<file path="src/rtl/jmb_acc.sv">
// jmb_acc: job-based accumulator for the unsigned 32-bit products coming out
// of the jmb_mad2 stage. A job is launched with start/len, consumes len
// products over a valid/ready handshake, then holds the sum until downstream
// takes it.
// Optional feature: define JMB_ACC_SAT_EN to saturate the accumulator to
// all-ones on overflow; by default it wraps modulo 2^ACC_W. ovf is raised in
// both builds.
module jmb_acc #(
    parameter int ACC_W = 40,
    parameter int LEN_W = 8
) (
    input  logic             clk,
    input  logic             rst,
    input  logic             start,
    input  logic [LEN_W-1:0] len,
    input  logic [31:0]      in_data,
    input  logic             in_valid,
    output logic             in_ready,
    output logic [ACC_W-1:0] out_data,
    output logic             out_valid,
    input  logic             out_ready,
    output logic             busy,
    output logic             ovf
);

    typedef enum logic [1:0] {
        IDLE  = 2'd0,
        ACCUM = 2'd1,
        HOLD  = 2'd2
    } state_t;

    localparam logic [LEN_W-1:0] CNT_ONE = LEN_W'(1);

    state_t             state, state_nxt;
    logic [ACC_W-1:0]   acc, acc_nxt;
    logic [LEN_W-1:0]   cnt, cnt_nxt;
    logic               ovf_r, ovf_nxt;
    logic [ACC_W:0]     sum;

    // Saturating or wrapping update of the accumulator from the widened sum.
    function automatic logic [ACC_W-1:0] next_acc(input logic [ACC_W:0] s);
`ifdef JMB_ACC_SAT_EN
        // Once saturated, any further non-zero product carries again, so the
        // value stays pinned at all-ones for the rest of the job.
        return s[ACC_W] ? {ACC_W{1'b1}} : s[ACC_W-1:0];
`else
        return s[ACC_W-1:0];
`endif
    endfunction

    // One extra bit on top of the accumulator captures the carry-out.
    assign sum = {1'b0, acc} + {{(ACC_W - 31){1'b0}}, in_data};

    // Next-state, datapath update and state-decoded outputs.
    always_comb begin
        state_nxt = state;
        acc_nxt   = acc;
        cnt_nxt   = cnt;
        ovf_nxt   = ovf_r;
        in_ready  = 1'b0;
        out_valid = 1'b0;
        busy      = 1'b0;
        case (state)
            IDLE: begin
                if (start) begin
                    acc_nxt = '0;
                    ovf_nxt = 1'b0;
                    if (len != '0) begin
                        cnt_nxt   = len;
                        state_nxt = ACCUM;
                    end else begin
                        cnt_nxt   = '0;
                        state_nxt = HOLD;
                    end
                end
            end
            ACCUM: begin
                in_ready = 1'b1;
                busy     = 1'b1;
                if (in_valid) begin
                    acc_nxt = next_acc(sum);
                    if (sum[ACC_W]) begin
                        ovf_nxt = 1'b1;
                    end
                    cnt_nxt = cnt - CNT_ONE;
                    if (cnt == CNT_ONE) begin
                        state_nxt = HOLD;
                    end
                end
            end
            HOLD: begin
                out_valid = 1'b1;
                busy      = 1'b1;
                if (out_ready) begin
                    state_nxt = IDLE;
                end
            end
            default: begin
                state_nxt = IDLE;
            end
        endcase
    end

    // State and datapath registers; reset discards any job in flight.
    always_ff @(posedge clk) begin
        if (rst) begin
            state <= IDLE;
            acc   <= '0;
            cnt   <= '0;
            ovf_r <= 1'b0;
        end else begin
            state <= state_nxt;
            acc   <= acc_nxt;
            cnt   <= cnt_nxt;
            ovf_r <= ovf_nxt;
        end
    end

    assign out_data = acc;
    assign ovf      = ovf_r;

endmodule

</file>
<file path="config.mk">
export PLATFORM = sky130hd
export DESIGN_NAME = jmb_acc
export DESIGN_NICKNAME = d
export VERILOG_FILES = /design/src/rtl/jmb_acc.sv
export SDC_FILE = /design/constraint.sdc
export NUM_CORES = 1
export LEC_CHECK = 0
export CORE_MARGIN = 4
export CORE_UTILIZATION = 25
export CTS_BUF_LIST = sky130_fd_sc_hd__clkbuf_4 sky130_fd_sc_hd__clkbuf_8
export DETAILED_ROUTE_END_ITERATION = 12
export GPL_TIMING_DRIVEN = 0
export PLACE_DENSITY = 0.47
export SLEW_MARGIN = 10
export SYNTH_ARGS = -nofsm -noshare
export SYNTH_HDL_FRONTEND = slang
export SYNTH_SLANG_ARGS = --single-unit
</file>
<file path="constraint.sdc">
create_clock -name clk -period 2.9 [get_ports clk]
set_input_delay 0.725 -clock clk [delete_from_list [all_inputs] [get_ports clk]]
set_output_delay 0.725 -clock clk [all_outputs]
set_load 0.01 [all_outputs]
</file>
# ---- Word level (Yosys, flattened, before mapping)
# Cells that the tools add are included.
dict set report word_totals {
  reg_bits 51
  inputBits 45
  word_cells 41
}
dict set report classes {
  addsub 2
  n_eq_ne 8
  mux 20
  reduce_logical 7
}
# operator n
set op_table {}
lappend op_table {{2-to-1 mux 40 bit} 2}
lappend op_table {{one-hot mux 40 bit (2 select lines)} 1}
lappend op_table {{adder 40 x 32 -> 41 bit} 1}
lappend op_table {{2-to-1 mux 8 bit} 3}
lappend op_table {{one-hot mux 8 bit (2 select lines)} 1}
lappend op_table {{2-to-1 mux 2 bit} 5}
lappend op_table {{inequality test 2 bit, second input constant} 5}
lappend op_table {{== test 8 x 1 -> 1 bit, second input constant} 1}
lappend op_table {{AND reduction 4 bit} 2}
lappend op_table {{nonzero test 8 bit} 1}
lappend op_table {{subtractor 8 x 1 -> 8 bit, second input constant} 1}
lappend op_table {{2-to-1 mux 1 bit} 6}
lappend op_table {{one-hot mux 2 bit (3 select lines)} 1}
lappend op_table {{AND reduction 3 bit} 1}
lappend op_table {{== test 2 x 1 -> 1 bit, second input constant} 1}
lappend op_table {{== test 2 bit, second input constant} 1}
lappend op_table {{zero test 2 bit} 1}
lappend op_table {{one-hot mux 1 bit (2 select lines)} 1}
lappend op_table {{nonzero test 2 bit} 1}
lappend op_table {{OR reduction 2 bit} 1}

# ---- Logic depth before layout (Yosys ltp)
dict set report logic_depth {
  depth_word 4
  depth_mapped 12
  depth_no_buf 11
}

# ---- Worst setup path before layout
# No wires, ideal clock.
dict set report synth_path {
  path_kind {in2reg}
  start {input in_data[0]}
  end {register ovf_r (netlist: ovf)}
  setup_ps 125
  arrival_time_ps 2903
  t_required_ps 2775
  setup_slack_ps -128
  cell_stages 11
  path_buffers 0
  cell_sequence {ha_1 > fa_1 > a211oi_2 > o21ai_1 > a21oi_1 > o21ai_2 > a31oi_2 > nor2_1 > or3_1 > a41oi_1 > nor2_1}
}
dict set report synth_between {
  elab_chain_cells 3
}
# item line
set synth_rtl {}
lappend synth_rtl {{start, declared} 16} ;# input logic [31:0] in_data,
lappend synth_rtl {{adder 40 x 32 -> 41 bit} 52} ;# assign sum = {1'b0, acc} + {{(ACC_W - 31){1'b0}}, in_data};
lappend synth_rtl {{inequality test 2 bit (no source line)} -}
lappend synth_rtl {{AND reduction 4 bit (no source line)} -}
lappend synth_rtl {{end signal, assigned} 115} ;# ovf_r <= ovf_nxt;
lappend synth_rtl {{end, declared} 37} ;# logic ovf_r, ovf_nxt;
# No other way between the ends.
# A chain may end at the register's enable or synchronous reset.

# ---- Worst setup path in the final report
dict set report layout_path {
  start {input in_data[25]}
  end {register ovf_r (netlist: ovf)}
}
# The elaborated chain is that of the path after synthesis.

==> metrics list <==
* Result of the run: complete, no violations
* Startpoint of the lowest-slack register-to-register path: state[1]$_SDFFE_PP0P_
* Clock Sink Count: 51
- After detailed routing, the average wire length per cell comes to about 16 microns.
- Of the synthesized area, sequential elements account for 0.267.
- Highest clock frequency the design can meet: 0.351 GHz
- Source-to-sink clock delay at the later pin of the worst-skew pair: ~0.32 ns
- Routability-driven placement finished with a final weighted congestion of 0.846.
- Total number of placement rows: 44
* Sum of negative setup slack: 0 ns
- CTS placed an instance of sky130_fd_sc_hd__clkbuf_8 at the clock tree root.
- Critical Path Start Type: primary input
* Minimum clock period after layout: around 2.8 ns
- Summed over all nets, the half-perimeter wirelength after detailed placement is about 9000 microns.
* Count of nets left with antenna violations after detail routing: 0
- Combinational cell fraction of total power: 0.588
- Sequential Power Share: 0.270
* Initial standard-cell utilization of the core: 0.259
- Final critical-path share of the clock period: 0.981
- The internal power of the cells totals just over 2000 uW.
- The number of antenna diodes in the final layout is 0.
* Detail-routed via count per cell: ~5
- Startpoint-to-endpoint class of the critical path: primary input to flop
* Vias after detailed routing: 3883
- Area Growth Syn to Fin: 44.7%
* Max-slew violation total from the final report: 0
* Most used cells in the layout excluding fill and tap cells: sky130_fd_sc_hd__clkdlybuf4s50_1 (72), sky130_fd_sc_hd__nor2_1 (58), sky130_fd_sc_hd__nand2_1 (54)
- In this run the power density over the cells is between 600 and 700 mW/mm^2.
* Final core utilization: 0.375
- For this run, the detailed router's first-pass iteration total came to 4.
- Post-synthesis instance area: 0.00382 sq mm
- In this run the most critical hold path is launched from out_data[26]$_SDFFE_PP0P_.
- Counting tap cells, the placed design contains a total of 758 instances.
* Via count of the first global-routing pass: 3947
- Warning count from the yosys run: 0
* Initial DRC Count: between 100 and 150
* Number of primary I/O pins: a little under 90
- The worst register-to-register path has a depth of 12.
- Critical Path AT: between 3 and 4 ns
- Largest net degree at the start of global routing: 15
- Setup clock skew after layout: 0.00866 ns
* Final Setup Violations: 0
- The most used flip-flop cell after synthesis is sky130_fd_sc_hd__dfxtp_1.
* Die span in x: between 100 and 150 microns
* Static Leakage: between 0.002 and 0.0025 uW
- The worst hold path terminates at out_data[26]$_SDFFE_PP0P_.
- The layout has 1537 filler cells.
- Endpoint of the worst-slack reg-to-reg timing path: out_data[39]$_SDFFE_PP0P_
- Register clock-pin slew on the reported worst setup and hold paths: around 0.1 ns
- Slew of the pin with the lowest slew margin: between 0.6 and 0.7 ns
- The worst setup path is captured at a flop.
- Along the worst hold path, the cell count comes to 2.
* All-layer global routing usage: 0.140
- The number of antenna violations at the first check in global routing came to 0.
- VDD sags by at most roughly 0.27 mV.
- Summed over all layers, the routed wires come to ~12000 microns.
* Top fanout value on the critical path: 8
- Max-cap violations in this run came to 0.
- Summed over all layers, the global routing overflow is 0.
- Net switching component of the power: 1610 uW
- Y dimension of the die: about 130 microns
- Cts bufs inserted: 5
- Synthesis produced a netlist with a net count of between 500 and 600.
- Port buffer count: slightly below 90
- Post-Synthesis Cells: 487
- The longest clock path from root to sink contains 2 buffers.
- H-tree level count: 2
* Final hold vios: 0
* Synthesis-stage register bit count: 51
* Fraction of power spent switching nets: 0.437
* Most common library cell in the layout ignoring fill and taps: sky130_fd_sc_hd__clkdlybuf4s50_1
* Synthesized area divided by synthesized cell count: around 7.8 sq um
- Part of the total power dissipated in the clock network: 0.141
- CTS tree: built
- R2R Setup Slk: 0.24 ns
- Total Die Area: about 0.017 sq mm
- Post-synthesis cell type count: 64
- The path class of the tightest hold or removal check is flop to flop.
- CORE AREA: 0.0148 sq mm
* Share of layout cells above drive strength 1: 0.173
- Yosys mapped a number of flops with a built-in enable equal to 0.
* First-pass GRT wire length: slightly above 20000 microns
- Fin nets: between 600 and 700
- In this run the tightest slew margin relative to its limit is 0.539.
- For this run, asynchronously set or reset flops after synthesis account for 0.
* Drc violations: 0
- The count of cells in the finished layout, fillers not included, comes to roughly 770.
- Required time of the critical path: just over 3 ns
-- synth_stat cells (all sizes together), types with 2 or more instances --
master   count  share of area
or3b         2         0.0052
dfxtp       51           0.27
xnor2       13          0.030
o21bai       3         0.0059
a22oi       11          0.022
mux2i        2         0.0052
buf          6          0.010
nor3         5         0.0065
o41ai        2         0.0066
ha          37           0.12
xor2        21          0.048
nor2b        2         0.0033
nand2       55          0.054
nor4         3         0.0049
o31ai        9          0.019
a31oi        6          0.017
nand4        6         0.0098
nor2        60          0.059
a21oi       52          0.068
a211oi      12          0.026
a21o        16          0.032
o2111ai      3         0.0085
inv         12          0.012
o21ai       28          0.038
and3         7          0.012
o21a         4         0.0079
clkbuf      16          0.016
a32oi        2         0.0046
o211ai       5         0.0098
or3          4         0.0069
o22ai        2         0.0033
nand2b       5         0.0082
nand3        9          0.012
-- worst max-delay path, stage by stage --
cell                              delay, ns
sky130_fd_sc_hd__clkdlybuf4s50_1       0.46
sky130_fd_sc_hd__ha_2                  0.32
sky130_fd_sc_hd__a21o_1                0.23
sky130_fd_sc_hd__a21o_1                0.20
sky130_fd_sc_hd__a21oi_2               0.14
sky130_fd_sc_hd__o21bai_1              0.10
sky130_fd_sc_hd__a21oi_2               0.22
sky130_fd_sc_hd__o31ai_4               0.14
sky130_fd_sc_hd__or3_4                 0.34
sky130_fd_sc_hd__a41oi_2               0.13
sky130_fd_sc_hd__nor2_1                0.05
-- stage by stage --
step / hold slack [ns] / power [uW] / area [sq um] / setup slack [ns]
6_report: 0.470 / 3690 / 5530 / 0.0550
5_1_grt: 0.499 / 4030 / 5530 / -0.0405
4_1_cts: 0.475 / 3630 / 5370 / -0.00551
3_5_place_dp: 0.462 / 2950 / 4930 / -0.809
3_3_place_gp: 0.460 / 2940 / 4930 / -0.777
2_1_floorplan: 0.454 / 2290 / 3830 / 0.0208
-- metal layers --
| metal | vias to the layer above | wire, microns | track usage | share of wire |
|---|---|---|---|---|
| li1 | 1961 | - | - | - |
| met4 | 0 | 195 | 0.0391 | 0.016 |
| met5 | - | 0 | 0 | 0 |
| met1 | 1833 | 5870 | 0.183 | 0.48 |
| met2 | 77 | 5680 | 0.234 | 0.46 |
| met3 | 12 | 507 | 0.0298 | 0.041 |
-- area by class of cell --
class | count | area [sq um] | share of cell area
Clock buffer | 6 | 76.3 | 0.0138
Inverter | 12 | 45.0 | 0.00815
Timing Repair Buffer | 102 | 970 | 0.175
Clock inverter | 1 | 30.0 | 0.00543
Sequential cell | 51 | 1020 | 0.185
Tap cell | 184 | 230 | 0.0416
Multi-Input combinational cell | 400 | 3070 | 0.555
Buffer | 17 | 87.6 | 0.0158
-- sequential cells by signal, indices dropped and copies added (netlist names) --
name / cells
ovf: 1
cnt: 8
out_data: 40
state: 2
-- worst max-delay path by stage --
| stage | from | to | slack [ns] |
|---|---|---|---|
| after global placement | in_data[0] | ovf$_SDFFE_PP0P_ | -0.78 |
| after CTS | in_data[21] | ovf$_SDFFE_PP0P_ | -0.006 |
| final | in_data[25] | ovf$_SDFFE_PP0P_ | 0.06 |
| after global routing | start | out_data[39]$_SDFFE_PP0P_ | -0.04 |
| after detailed placement | in_data[0] | ovf$_SDFFE_PP0P_ | -0.81 |
| after floorplan | in_data[0] | ovf$_SDFFE_PP0P_ | 0.02 |
-- cells by family (layout without fill, tap and decap cells) --
group | after synthesis | after routing | synth area share
fa+ha+maj | 38 | 38 | 0.126
simple gates | 164 | 164 | 0.194
flops | 51 | 51 | 0.267
xor+xnor | 34 | 34 | 0.0779
buf+inv | 36 | 138 | 0.0435
compound gates | 162 | 162 | 0.286
mux | 2 | 2 | 0.00524
-- power groups by stage --
stage / sequential [uW] / combinational, uW / clock (uW)
final: 997 / 2170 / 522
after global routing: 1030 / 2420 / 575
after CTS: 991 / 2090 / 552
after detailed placement: 995 / 1960 / 0
after global placement: 991 / 1950 / 0
after floorplan: 1000 / 1290 / 0
-- timing repair --
item,in CTS,in global routing
pin swaps,23,26
hold buffers,0,0
gates resized for setup,52,42
setup endpoints to repair,19,23
buffers inserted,9,6
No activity file was read; power rests on OpenSTA's default activity.
